==> src/rtl/trace_buffer.sv <==
// rtl/trace_buffer.sv - tagged trace FIFO with IRQ tagging, sticky overflow and trap pulse
// Entries are stored as {tag, payload}; memory is not reset, only pointers and flags.
module trace_buffer #(
  parameter int DATA_W = 32,
  parameter int DEPTH  = 16,
  parameter int TAG_W  = 4
) (
  input  logic                    clk,
  input  logic                    rst,
  input  logic                    in_valid,
  input  logic                    in_branch,
  input  logic [DATA_W-1:0]       in_data,
  input  logic                    irq_event,
  input  logic                    clr_ovf,
  output logic                    out_valid,
  input  logic                    out_ready,
  output logic [TAG_W+DATA_W-1:0] out_data,
  output logic [$clog2(DEPTH):0]  count,
  output logic                    overflow,
  output logic                    trap
);

  localparam int AW = $clog2(DEPTH);
  localparam int EW = TAG_W + DATA_W;
  localparam logic [AW:0]      FULL_CNT   = (AW+1)'(DEPTH);
  localparam logic [AW:0]      CNT_ONE    = (AW+1)'(1);
  localparam logic [AW-1:0]    PTR_ONE    = AW'(1);
  localparam logic [TAG_W-1:0] TAG_IRQ    = TAG_W'(8);
  localparam logic [TAG_W-1:0] TAG_BRANCH = TAG_W'(1);
  localparam logic [TAG_W-1:0] TAG_PLAIN  = '0;

  logic [EW-1:0]    mem [DEPTH];
  logic [AW-1:0]    rd_ptr;
  logic [AW-1:0]    wr_ptr;
  logic             irq_latched;
  logic             pop;
  logic             push;
  logic             drop;
  logic [TAG_W-1:0] push_tag;

  assign out_valid = (count != '0);
  assign out_data  = mem[rd_ptr];

  // A full buffer still accepts a push when the consumer drains in the same cycle.
  always_comb begin
    pop  = out_valid && out_ready;
    push = in_valid && ((count != FULL_CNT) || pop);
    drop = in_valid && !push;
    if (irq_latched || irq_event) begin
      push_tag = TAG_IRQ;
    end else if (in_branch) begin
      push_tag = TAG_BRANCH;
    end else begin
      push_tag = TAG_PLAIN;
    end
  end

  always_ff @(posedge clk) begin
    if (push) begin
      mem[wr_ptr] <= {push_tag, in_data};
    end
  end

  always_ff @(posedge clk or posedge rst) begin
    if (rst) begin
      rd_ptr      <= '0;
      wr_ptr      <= '0;
      count       <= '0;
      irq_latched <= 1'b0;
      overflow    <= 1'b0;
      trap        <= 1'b0;
    end else begin
      if (push) begin
        wr_ptr <= wr_ptr + PTR_ONE;
      end
      if (pop) begin
        rd_ptr <= rd_ptr + PTR_ONE;
      end
      if (push && !pop) begin
        count <= count + CNT_ONE;
      end else if (pop && !push) begin
        count <= count - CNT_ONE;
      end
      if (push) begin
        irq_latched <= 1'b0;
      end else if (irq_event) begin
        irq_latched <= 1'b1;
      end
      // A drop beats a simultaneous clear; trap marks only the 0->1 transition.
      trap <= drop && !overflow;
      if (drop) begin
        overflow <= 1'b1;
      end else if (clr_ovf) begin
        overflow <= 1'b0;
      end
    end
  end

endmodule

==> config.mk <==
export PLATFORM = sky130hd
export DESIGN_NAME = trace_buffer
export DESIGN_NICKNAME = d
export VERILOG_FILES = /design/src/rtl/trace_buffer.sv
export SDC_FILE = /design/constraint.sdc
export NUM_CORES = 1
export LEC_CHECK = 0
export CORE_MARGIN = 1.5
export CORE_UTILIZATION = 40
export DETAILED_ROUTE_END_ITERATION = 6
export MAX_ROUTING_LAYER = met4
export PLACE_DENSITY = 0.56
export SYNTH_ARGS = -nofsm -noshare
export SYNTH_HDL_FRONTEND = slang
export SYNTH_SLANG_ARGS = --single-unit
export TNS_END_PERCENT = 1
==> constraint.sdc <==
create_clock -name clk -period 7.02 [get_ports clk]
set_clock_uncertainty 0.1 [all_clocks]
set_input_delay 1.053 -clock clk [delete_from_list [all_inputs] [get_ports clk]]
set_output_delay 1.053 -clock clk [all_outputs]
set_load 0.05 [all_outputs]
==> results.py <==
metrics = {
    "outcome": {
        "status": "complete, no violations",
    },
    "floorplan": {
        "dieArea_mm2": 0.0546,
        "initial_core_util": 0.405,
        "io_pins": 83,
        "row_count": 84,
        "chipWidth_um": 234,
        "core_mm2": 0.0526,
        "dieHeight_um": 234,
    },
    "synthesis": {
        "syn_area_per_cell_um2": 22.7,
        "synthDominantCellAreaShare": 0.767,
        "ys_ff_latch": 560,
        "synth.largest_area_cell": "edfxtp_1",
        "synthCells": 939,
        "synth-main-ff-cell": "edfxtp_1",
        "syn_area_mm2": 0.0213,
        "yosysWarnings": 0,
        "yosysUniqueCellTypes": 33,
        "yosysMostFrequentCell": "edfxtp_1",
        "yosysSeqAreaShare": 0.786,
        "synthTopCellsByCount": "edfxtp_1, mux4_2, a22oi_1, nand2_1, clkbuf_1",
        "synthArstFlopShare": 0.0286,
        "synthTopCellsByArea": "edfxtp_1, mux4_2, a22oi_1, dfrtp_1, nand2_1",
        "synth_edf_count": 544,
    },
    "drt": {
        "drt_wl_total_um": 46400,
        "routedWlPerCell_um": 25.9,
        "drcViolationCount": 0,
        "ant_nets": 0,
        "vias": 9905,
        "drt-pass1-iter-count": 5,
        "drt-initial-drc-count": 944,
        "via_per_inst": 5.53,
    },
    "global_route": {
        "grt_start_max_net_pins": 95,
        "use_met3": 0.0314,
        "grt_pass1_vias": 10500,
        "grt_antenna_before_repair": 1,
        "grt_pass1_wl_um": 69200,
        "track_usage": 0.181,
        "use_met2": 0.273,
        "top_usage_layer": "met2",
        "grt_util_met1": 0.260,
        "grt.overflow.total": 0,
    },
    "layout": {
        "final_core_util": 0.473,
        "instances_no_fill": 1791,
        "nets": 1102,
        "fillers": 4318,
        "regArea_mm2": 0.0167,
        "drive_gt1_frac": 0.243,
        "multiInputGateArea_mm2": 0.00438,
        "syn_to_final_growth_pct": 16.8,
    },
    "setup_path": {
        "worst-path-buf-inv": 2,
        "start_kind": "flip-flop",
        "end_kind": "primary output",
        "critPathMaxStageDelay_ns": 1.10,
        "cp_top_family": "buffers and inverters",
        "critPathKind": "reg2out",
        "cp.required_ns": 5.87,
        "worstPathCellList": "buf_4 > mux4_2 > a22oi_1 > nand2_1 > clkdlybuf4s50_1",
        "worst-r2r-cell-count": 9,
        "crit_fanout": 49,
        "worst-path-stages": 5,
        "critPathArrivalTime_ns": 3.91,
        "cp_slowest_cell": "dfrtp_4",
    },
    "sta": {
        "grt_setup_unrepaired": "no",
        "hold_viol": 0,
        "worst_slew_pin_slew_ns": 1.10,
        "finalSetupTns_ns": 0,
        "max_freq_ghz": 0.198,
        "setup_viol": 0,
        "min_period_ns": 5.06,
        "finalCritPeriodShare": 0.721,
        "finalMaxSlewViolations": 0,
        "slew_headroom": 0.267,
    },
    "cts": {
        "cts_root_buffer": "clkbuf_16",
        "cts_buffers": 57,
        "ctsLongestPathBuffers": 3,
        "htreeDepth": 2,
        "cts_setup_buffers": 0,
        "ctsHoldBuffers": 0,
        "cts_resized": 0,
        "clkSinkCount": 560,
        "cts_tree": "yes",
        "path_clk_slew_ns": 0.06,
        "clk_latency_ns": 0.61,
    },
    "power": {
        "p_sw_mw": 3.74,
        "power_frac_clock": 0.270,
        "p_sw_frac": 0.342,
        "pwr-share-seq": 0.394,
        "ir_drop_mv": 0.392,
        "combPwrFrac": 0.336,
        "leakagePower_nw": 7.87,
        "internal_power_mw": 7.19,
        "powerDensity_mw_per_mm2": 439,
    },
    "min_path": {
        "holdCritPathClass": "reg2reg",
        "hold_depth": 1,
    },
    "placed_design": {
        "place.gp.congestion": 0.702,
        "port_buffers": 80,
        "place_inst": 1682,
        "place_hpwl_um": 23000,
    },
    "run": {
        "drv_cap": 0,
    },
}
-- path summary, 6_finish.rpt --
path	from	endpoint	slack (ns)
worst max-delay path	rd_ptr[0]$_DFFE_PP0P_	out_data[24]	1.96
max in group asynchronous	rst	rd_ptr[1]$_DFFE_PP0P_	5.57
worst min register to register	overflow$_DFFE_PP0P_	trap$_DFF_PP0_	0.36
worst min-delay path	overflow$_DFFE_PP0P_	trap$_DFF_PP0_	0.36
min in group asynchronous	rst	count[1]$_DFFE_PP0P_	0.74
worst max register to register	count[0]$_DFFE_PP0P_	count[4]$_DFFE_PP0P_	3.69
-- state kept, by name, indices dropped and copies added, names as in the netlist --
name and cells:
count 5, irq_latched 1, mem 544, overflow 1, rd_ptr 4, trap 1, wr_ptr 4
-- worst register-to-register path, cell delays in order, from the launching register on --
cell	delay, ns
dfrtp_1	0.47
nor4_2	0.52
a31oi_1	0.34
ha_1	0.31
inv_1	0.20
ha_1	0.31
a21o_1	0.20
a2111oi_0	0.38
a31oi_1	0.08
a221o_1	0.31
-- cell usage in the layout, fill, tap and decap left out, types with 3 or more instances in the layout --
cell,count
mux4_2,136
nor2_4,13
nand2_1,40
edfxtp_1,544
nor2_1,4
xnor2_1,7
a22oi_1,68
dfrtp_1,14
nand3_1,6
clkbuf_1,10
clkbuf_16,58
buf_4,22
clkinv_2,11
nor3_2,4
buf_12,3
bufinv_16,5
a21oi_1,3
ha_1,9
clkinv_1,17
o21ai_0,4
clkdlybuf4s50_1,80
inv_1,9
a21o_1,3
-- per-layer routing --
layer  routed length, um  vias up
met5                   0        -
li1                    -     4210
met2               21900      284
met1               21300     5350
met3                2430       61
met4                 737        0
-- power groups by stage --
| stage | logic, mW | clock network [mW] | registers [mW] |
|---|---|---|---|
| finish | 3.67 | 2.95 | 4.31 |
| floorplan | 2.63 | 0 | 4.24 |
| global route | 3.91 | 3.14 | 4.36 |
| detailed placement | 3.73 | 0 | 4.39 |
| global placement | 3.73 | 0 | 4.38 |
| CTS | 3.75 | 3.01 | 4.32 |
-- stage by stage --
step	worst slack, ns	total power [mW]	hold WS (ns)	instance area, um^2
after floorplan	2.40	6.87	0.390	21300
after global placement	2.43	8.11	0.341	23000
after detailed placement	2.46	8.12	0.336	23000
after CTS	1.80	11.1	0.360	24900
after global routing	1.63	11.4	0.387	24900
final	1.96	10.9	0.356	24900
-- final cells by class --
type | instances | area share
sequential | 560 | 0.673
multi-input combinational | 320 | 0.176
clock buffer | 68 | 0.0599
timing repair buffer | 105 | 0.0412
tap | 688 | 0.0346
clock inverter | 39 | 0.0136
inverter | 9 | 0.00136
antenna | 2 | 0.000201
-- cells by family after synthesis --
| logic type | after synthesis | synth area share |
|---|---|---|
| simple gates | 79 | 0.0162 |
| flops | 560 | 0.786 |
| other cells | 1 | 0.000176 |
| compound gates | 82 | 0.0281 |
| xor+xnor | 9 | 0.00370 |
| buf+inv | 60 | 0.0147 |
| mux | 138 | 0.145 |
| fa+ha+maj | 10 | 0.00623 |
(Power assumes the default switching activity.)
